`src/rtl/can_pkg.sv`:
```
// Shared CAN receive-path definitions: stuffing length, de-stuffer states, bus levels.
package can_pkg;

  localparam int CAN_STUFF_LEN = 5;

  localparam logic CAN_DOMINANT  = 1'b0;
  localparam logic CAN_RECESSIVE = 1'b1;

  typedef enum logic {
    DS_COUNT,
    DS_EXPECT_STUFF
  } destuff_state_t;

endpackage

```
`src/rtl/can_bit_destuffer_if.sv`:
```
// Sampler/decoder-side signal bundle of the CAN bit de-stuffer.
interface can_bit_destuffer_if #(
  parameter int CNT_W = 8
);
  logic             reset_mode;
  logic             sample_point;
  logic             rx_bit;
  logic             bit_destuff_en;
  logic             err_clr;
  logic             rx_data_bit;
  logic             rx_data_valid;
  logic             remove_stuff_bit;
  logic             stuff_err;
  logic             stuff_err_sticky;
  logic             expect_stuff;
  logic [CNT_W-1:0] stuff_cnt;

  modport master (
    output reset_mode, sample_point, rx_bit, bit_destuff_en, err_clr,
    input  rx_data_bit, rx_data_valid, remove_stuff_bit, stuff_err,
           stuff_err_sticky, expect_stuff, stuff_cnt
  );

  modport slave (
    input  reset_mode, sample_point, rx_bit, bit_destuff_en, err_clr,
    output rx_data_bit, rx_data_valid, remove_stuff_bit, stuff_err,
           stuff_err_sticky, expect_stuff, stuff_cnt
  );
endinterface

```
`src/rtl/can_bit_destuffer.sv`:
```
// CAN receive bit de-stuffer: drops the complementary bit after STUFF_LEN equal
// bits, flags a stuff error when that bit repeats, forwards all other bits.
module can_bit_destuffer
  import can_pkg::*;
#(
  parameter int STUFF_LEN = CAN_STUFF_LEN,
  parameter int CNT_W     = 8
) (
  input logic                clk,
  input logic                rst,
  can_bit_destuffer_if.slave bus
);

  localparam int             CW     = $clog2(STUFF_LEN + 1);
  localparam logic [CW-1:0]  LP_LEN = CW'(STUFF_LEN);

  destuff_state_t   r_state, w_state_nxt;
  logic [CW-1:0]    r_run, w_run_nxt, w_run_inc;
  logic             r_prev, w_prev_nxt;
  logic             r_data, w_data_nxt;
  logic             r_valid, w_valid_nxt;
  logic             r_remove, w_remove_nxt;
  logic             r_err, w_err_nxt;
  logic             r_sticky, w_sticky_nxt;
  logic [CNT_W-1:0] r_scnt, w_scnt_nxt;

  always_comb begin
    w_state_nxt  = r_state;
    w_run_nxt    = r_run;
    w_prev_nxt   = r_prev;
    w_data_nxt   = r_data;
    w_valid_nxt  = 1'b0;
    w_remove_nxt = 1'b0;
    w_err_nxt    = 1'b0;
    w_sticky_nxt = r_sticky & ~bus.err_clr;
    w_scnt_nxt   = r_scnt;
    w_run_inc    = ((r_run != '0) && (bus.rx_bit == r_prev)) ? r_run + 1'b1 : CW'(1);

    if (bus.sample_point) begin
      if (!bus.bit_destuff_en) begin
        // Pass-through also abandons a pending stuff expectation.
        w_valid_nxt = 1'b1;
        w_data_nxt  = bus.rx_bit;
        w_run_nxt   = '0;
        w_state_nxt = DS_COUNT;
      end else begin
        unique case (r_state)
          DS_COUNT: begin
            w_valid_nxt = 1'b1;
            w_data_nxt  = bus.rx_bit;
            w_run_nxt   = w_run_inc;
            w_prev_nxt  = bus.rx_bit;
            if (w_run_inc == LP_LEN) w_state_nxt = DS_EXPECT_STUFF;
          end
          DS_EXPECT_STUFF: begin
            if (bus.rx_bit != r_prev) begin
              w_remove_nxt = 1'b1;
              if (r_scnt != '1) w_scnt_nxt = r_scnt + 1'b1;
            end else begin
              w_err_nxt    = 1'b1;
              w_sticky_nxt = 1'b1;
            end
            w_run_nxt   = CW'(1);
            w_prev_nxt  = bus.rx_bit;
            w_state_nxt = DS_COUNT;
          end
          default: w_state_nxt = DS_COUNT;
        endcase
      end
    end
  end

  always_ff @(posedge clk) begin
    if (rst || bus.reset_mode) begin
      r_state  <= DS_COUNT;
      r_run    <= '0;
      r_prev   <= CAN_RECESSIVE;
      r_data   <= 1'b0;
      r_valid  <= 1'b0;
      r_remove <= 1'b0;
      r_err    <= 1'b0;
      r_scnt   <= '0;
      r_sticky <= rst ? 1'b0 : r_sticky;
    end else begin
      r_state  <= w_state_nxt;
      r_run    <= w_run_nxt;
      r_prev   <= w_prev_nxt;
      r_data   <= w_data_nxt;
      r_valid  <= w_valid_nxt;
      r_remove <= w_remove_nxt;
      r_err    <= w_err_nxt;
      r_scnt   <= w_scnt_nxt;
      r_sticky <= w_sticky_nxt;
    end
  end

  assign bus.rx_data_bit      = r_data;
  assign bus.rx_data_valid    = r_valid;
  assign bus.remove_stuff_bit = r_remove;
  assign bus.stuff_err        = r_err;
  assign bus.stuff_err_sticky = r_sticky;
  assign bus.expect_stuff     = (r_state == DS_EXPECT_STUFF);
  assign bus.stuff_cnt        = r_scnt;

endmodule

```
`src/flat_wrapper.sv`:
```
// flat-port wrapper written by rule: the top's interface ports become plain ports
module can_bit_destuffer_flat import can_pkg::*;
#(
  parameter int STUFF_LEN = CAN_STUFF_LEN,
  parameter int CNT_W     = 8
)
  (clk, rst, bus_reset_mode, bus_sample_point, bus_rx_bit, bus_bit_destuff_en, bus_err_clr, bus_rx_data_bit, bus_rx_data_valid, bus_remove_stuff_bit, bus_stuff_err, bus_stuff_err_sticky, bus_expect_stuff, bus_stuff_cnt);
  can_bit_destuffer_if #(.CNT_W(CNT_W)) bus_i ();
  input logic clk;
  input logic rst;
  input wire logic [$bits(bus_i.reset_mode)-1:0] bus_reset_mode;
  input wire logic [$bits(bus_i.sample_point)-1:0] bus_sample_point;
  input wire logic [$bits(bus_i.rx_bit)-1:0] bus_rx_bit;
  input wire logic [$bits(bus_i.bit_destuff_en)-1:0] bus_bit_destuff_en;
  input wire logic [$bits(bus_i.err_clr)-1:0] bus_err_clr;
  output wire logic [$bits(bus_i.rx_data_bit)-1:0] bus_rx_data_bit;
  output wire logic [$bits(bus_i.rx_data_valid)-1:0] bus_rx_data_valid;
  output wire logic [$bits(bus_i.remove_stuff_bit)-1:0] bus_remove_stuff_bit;
  output wire logic [$bits(bus_i.stuff_err)-1:0] bus_stuff_err;
  output wire logic [$bits(bus_i.stuff_err_sticky)-1:0] bus_stuff_err_sticky;
  output wire logic [$bits(bus_i.expect_stuff)-1:0] bus_expect_stuff;
  output wire logic [$bits(bus_i.stuff_cnt)-1:0] bus_stuff_cnt;
  assign bus_i.reset_mode = bus_reset_mode;
  assign bus_i.sample_point = bus_sample_point;
  assign bus_i.rx_bit = bus_rx_bit;
  assign bus_i.bit_destuff_en = bus_bit_destuff_en;
  assign bus_i.err_clr = bus_err_clr;
  assign bus_rx_data_bit = bus_i.rx_data_bit;
  assign bus_rx_data_valid = bus_i.rx_data_valid;
  assign bus_remove_stuff_bit = bus_i.remove_stuff_bit;
  assign bus_stuff_err = bus_i.stuff_err;
  assign bus_stuff_err_sticky = bus_i.stuff_err_sticky;
  assign bus_expect_stuff = bus_i.expect_stuff;
  assign bus_stuff_cnt = bus_i.stuff_cnt;
  can_bit_destuffer #(.STUFF_LEN(STUFF_LEN), .CNT_W(CNT_W)) u_core (.clk(clk), .rst(rst), .bus(bus_i));
endmodule
```
`config.mk`:
```
export PLATFORM = sky130hd
export DESIGN_NAME = can_bit_destuffer_flat
export DESIGN_NICKNAME = d
export VERILOG_FILES = /design/src/rtl/can_pkg.sv /design/src/rtl/can_bit_destuffer_if.sv /design/src/rtl/can_bit_destuffer.sv /design/src/flat_wrapper.sv
export SDC_FILE = /design/constraint.sdc
export NUM_CORES = 1
export LEC_CHECK = 0
export ABC_AREA = 0
export CAP_MARGIN = 10
export CORE_MARGIN = 4
export CORE_UTILIZATION = 47
export DETAILED_ROUTE_END_ITERATION = 12
export PLACE_DENSITY = 0.77
export SYNTH_ARGS = -nofsm -noshare
export SYNTH_HDL_FRONTEND = slang
export SYNTH_SLANG_ARGS = --single-unit
```
`constraint.sdc`:
```
create_clock -name clk -period 1.7 [get_ports clk]
set_clock_uncertainty 0.15 [all_clocks]
set_input_delay 0.425 -clock clk [delete_from_list [all_inputs] [get_ports clk]]
set_output_delay 0.425 -clock clk [all_outputs]
set_load 0.02 [all_outputs]
```
Word-level counts from Yosys, hierarchy flattened
Cells that the tools add are included.

Muxes and demuxes: 18. $add $sub $neg: 2. Eq/ne operators: 6. Reduce and logical (&&, ||, !) cells: 8. Bitwise operators: 5.

Operators with widths (count): $mux W1 (14); $add A8 B1 Y8 const B (1); $ne A8 B8 Y1 const B (1); $mux W3 (2); $pmux W3 S2 (1); $reduce_and A5 Y1 (1); $ne A2 B2 Y1 const B (2); $not A1 Y1 (4); $reduce_and A2 Y1 (2); $reduce_or A4 Y1 (1); $add A3 B1 Y3 const B (1); $eq A3 B3 Y1 const B (1); $reduce_bool A3 Y1 (1); $pmux W1 S2 (1); $reduce_or A2 Y1 (1); $and A1 B1 Y1 (1); $eq A1 B1 Y1 (1); $logic_and A1 B1 Y1 (1); $logic_or A1 B1 Y1 (1); $ne A1 B1 Y1 (1).

Flip-flop bits (word level): 18. Logic and storage cells: 48. Output and inout port bits: 14.

Longest topological paths before layout
Word-level depth: 7. Mapped depth: 6. Mapped depth without buffers: 6.

Worst setup path before layout
Ideal clock, no wire load.

Path type: reg-to-reg. Start: register u_core.r_scnt[0], in the netlist u_core.bus.stuff_cnt[0]. End: register u_core.r_scnt[6], in the netlist u_core.bus.stuff_cnt[6]. Period minus slack after synthesis: 1.669 ns. Buffers on the path: 0. Library setup time: 0.071 ns. Path slack: 0.031 ns. Arrival time: 1.449 ns. Stages on the path, launching flop included: 6. Path through: dfxtp_1 > ha_1 > and3_1 > nand4_1 > or3_1 > a21oi_1.

Cells in the longest elaborated chain, start to end: 2.

Ends and longest elaborated chain: from (decl) (RTL line can_bit_destuffer.sv:25) `logic [CNT_W-1:0] r_scnt, w_scnt_nxt;`; from (signal assigned) (RTL line can_bit_destuffer.sv:92) `r_scnt <= w_scnt_nxt;`; parallel branches: the longest is 2 deep, another holds $add A8 B1 Y8.

Several ways; the timed one is not identified. A chain may end at the register's enable or synchronous reset.

Worst setup path after layout
Start: register u_core.r_scnt[3], in the netlist u_core.bus.stuff_cnt[3]. End: output port bus_stuff_cnt[3].

RTL lines: to (decl) (RTL line flat_wrapper.sv:22) `output wire logic [$bits(bus_i.stuff_cnt)-1:0] bus_stuff_cnt;`.

No word-level cell between the ends.

==> impl_metrics.json <==
{
  "status": "completed",
  "cts_tree": "done",
  "drive_gt1_frac": 0.331,
  "ys.flop_type": "dfxtp_1",
  "crit_chain": "clkdlybuf4s15_1",
  "drc_errors": 0,
  "vias_per_cell": 5.40,
  "mappedNetlistNets": 104,
  "grt_use_total": 0.189,
  "postSynthAreaPerCell_um2": 8.90,
  "power_uw": 787,
  "final_cells": 163,
  "drt-pass1-iter-count": 4,
  "grt_pass1_vias": 829,
  "synth_cell_types": 30,
  "ant_nets": 0,
  "ios": 21,
  "cp.arrival_ps": 1080,
  "timing.fmax_mhz": 603,
  "finalHoldViolCount": 0,
  "maxCapViolations": 0,
  "synthTopCellsByArea": "dfxtp_1 (41%), a21oi_1 (5.4%), ha_1 (4.5%)",
  "dp_cells": 155,
  "synth_edf_count": 1,
  "slew_headroom": 0.811,
  "yosys.area.top_type": "dfxtp_1",
  "slew_violations": 0,
  "p_leak_uw": 0.000598,
  "initial_core_util": 0.525,
  "totalWireLength_um": 2260,
  "ys_seq_area_frac": 0.442,
  "rows": 14,
  "dp_hpwl_um": 1410,
  "overflow": 0,
  "powerDensity_nw_per_um2": 588,
  "crit_type": "reg2out",
  "hold_start": "u_core.bus.rx_data_bit$_SDFFE_PP0P_",
  "design.core.area_um2": 1590,
  "synth_top_area_frac": 0.407,
  "die_y_um": 50.2,
  "dieArea_um2": 2520,
  "ys_async_sr_fraction": 0,
  "r2r_start": "u_core.r_run[0]$_SDFFE_PP0P_",
  "startpoint": "u_core.bus.stuff_cnt[3]$_SDFFE_PP0P_",
  "syn_inst": 94,
  "diodes": 0,
  "ctsRootBufferMaster": "clkbuf_4",
  "synth_area_um2": 837,
  "n_fill_cell": 100,
  "period_share": 0.976,
  "ys_seq_elements": 18,
  "area_growth_pct": 59.9,
  "worstSetupStartpointType": "register",
  "whs_ps": 327,
  "ys_top_cells_by_count": "dfxtp_1 (17), a21oi_1 (9), nand2_1 (7), nor2_1 (7), nand3_1 (6)",
  "end_kind": "output port",
  "period_minus_slack_ps": 1660,
  "worst_hold_path_type": "reg2reg",
  "place.gp.congestion": 0.830,
  "vias": 880,
  "tightest_slew_ps": 283,
  "finalNetCount": 150,
  "grt_pass1_wl_um": 3710,
  "drtIter0Drc": 23,
  "required_ps": 1120,
  "grt_max_degree": 11,
  "fin_util": 0.840,
  "htreeDepth": 1,
  "yosys_warnings": 0,
  "antenna_found_initial": 0,
  "die_x_um": 50.2,
  "clk_pin_slew_ps": 110,
  "finalSetupViolCount": 0,
  "ir_drop_uv": 581,
  "design_area_um2": 1340,
  "crit_fanout": 6,
  "clk_latency_ps": 300,
  "crit_path_max_incr_delay_ps": 440,
  "cpLargestDelayFamily": "flip-flops",
  "dpl_cell_area_um2": 1210,
  "critPathBufInv": 1,
  "cts_buffer_depth": 2,
  "wl_per_cell_um": 13.9,
  "slowest_stage": "dfxtp_1",
  "cts.sinks": 18,
  "numCtsBuffers": 3,
  "io_buffers": 20,
  "synth_most_common_cell": "dfxtp_1"
}
worst paths after layout:
kind	slack (ps)	depth (start not counted)	end
worst max-delay path	40	1	bus_stuff_cnt[3]
worst min-delay path	330	2	u_core.bus.rx_data_bit$_SDFFE_PP0P_
worst max register to register	60	5	u_core.bus.expect_stuff$_SDFFE_PP0P_
worst min register to register	330	2	u_core.bus.rx_data_bit$_SDFFE_PP0P_
through the flow:
stage / setup TNS (ps) / setup slack, ps
2_1_floorplan: 0 / 30.7
3_3_place_gp: -4410 / -422
3_5_place_dp: -5090 / -472
4_1_cts: 0 / 2.61
5_1_grt: -33.7 / -16.8
6_report: 0 / 40.9
sequential cells by signal, indices dropped and copies added, names as in the netlist:
register / count
u_core.bus.stuff_cnt: 8
u_core.r_run: 3
u_core.bus.expect_stuff: 1
u_core.bus.remove_stuff_bit: 1
u_core.bus.rx_data_bit: 1
u_core.bus.rx_data_valid: 1
u_core.bus.stuff_err: 1
u_core.bus.stuff_err_sticky: 1
u_core.r_prev: 1
logic make-up (layout without fill, tap and decap cells):
group,Yosys count,count (layout),synth area share
flip-flops,18,18,0.442
buffers and inverters,7,52,0.0314
AND/OR/NAND/NOR,43,43,0.280
adder cells (fa/ha/maj),3,3,0.0448
multiplexers,1,1,0.0120
AO/OA/AOI/OAI,18,18,0.139
XOR/XNOR,4,4,0.0508
worst reg2reg max path: stages, from the launching register on:
cell and delay [ps]:
dfxtp_2 340, buf_4 140, ha_1 200, xor2_1 190, nand4_1 190, o41ai_2 350
layout make-up:
type	instances	area, um^2	area share
multi-input combinational	69	512	0.382
sequential	18	377	0.281
timing repair buffer	44	369	0.276
clock buffer	4	36.3	0.0271
tap	24	30.0	0.0224
inverter	4	15.0	0.0112
what timing repair did:
action	CTS	global route
pin swaps	2	8
hold buffers	0	0
buffers inserted	1	3
gates resized for setup	18	19
setup endpoints to repair	25	12
power breakdown:
part           leakage, uW  internal, uW  switching [uW]
Sequential        0.000151           430            2.59
Combinational     0.000426          41.3            39.9
Clock            0.0000210           131             143
cells in the final DEF, fill, tap and decap left out, drive strengths merged:
cell,netlist,final
nor2,7,7
dlygate4sd2,0,14
o41ai,1,1
nor3,1,1
o211ai,1,1
clkbuf,3,4
dfxtp,17,17
and4,1,1
nor3b,1,1
or2,1,1
and2,1,1
nand2,7,7
nand2b,3,3
o21a,1,1
clkdlybuf4s50,0,4
or3,5,5
buf,0,24
a21oi,9,9
o21ai,5,5
clkdlybuf4s15,0,1
nand3,6,6
o32ai,1,1
and3,3,3
nor2b,1,1
xor2,4,4
nand3b,1,1
dlymetal6s2s,0,1
mux2i,1,1
nand4b,1,1
inv,4,4
edfxtp,1,1
ha,3,3
nand4,4,4
layer usage:
| layer | vias up | track usage | routed length, um | part of all wire |
|---|---|---|---|---|
| met5 | - | 0 | 0 | 0 |
| met4 | 0 | 0.0783 | 46 | 0.020 |
| met3 | 8 | 0.0355 | 152 | 0.067 |
| met2 | 40 | 0.313 | 1050 | 0.47 |
| met1 | 408 | 0.240 | 1010 | 0.45 |
| li1 | 424 | - | - | - |
No activity file was read; power rests on OpenSTA's default activity.
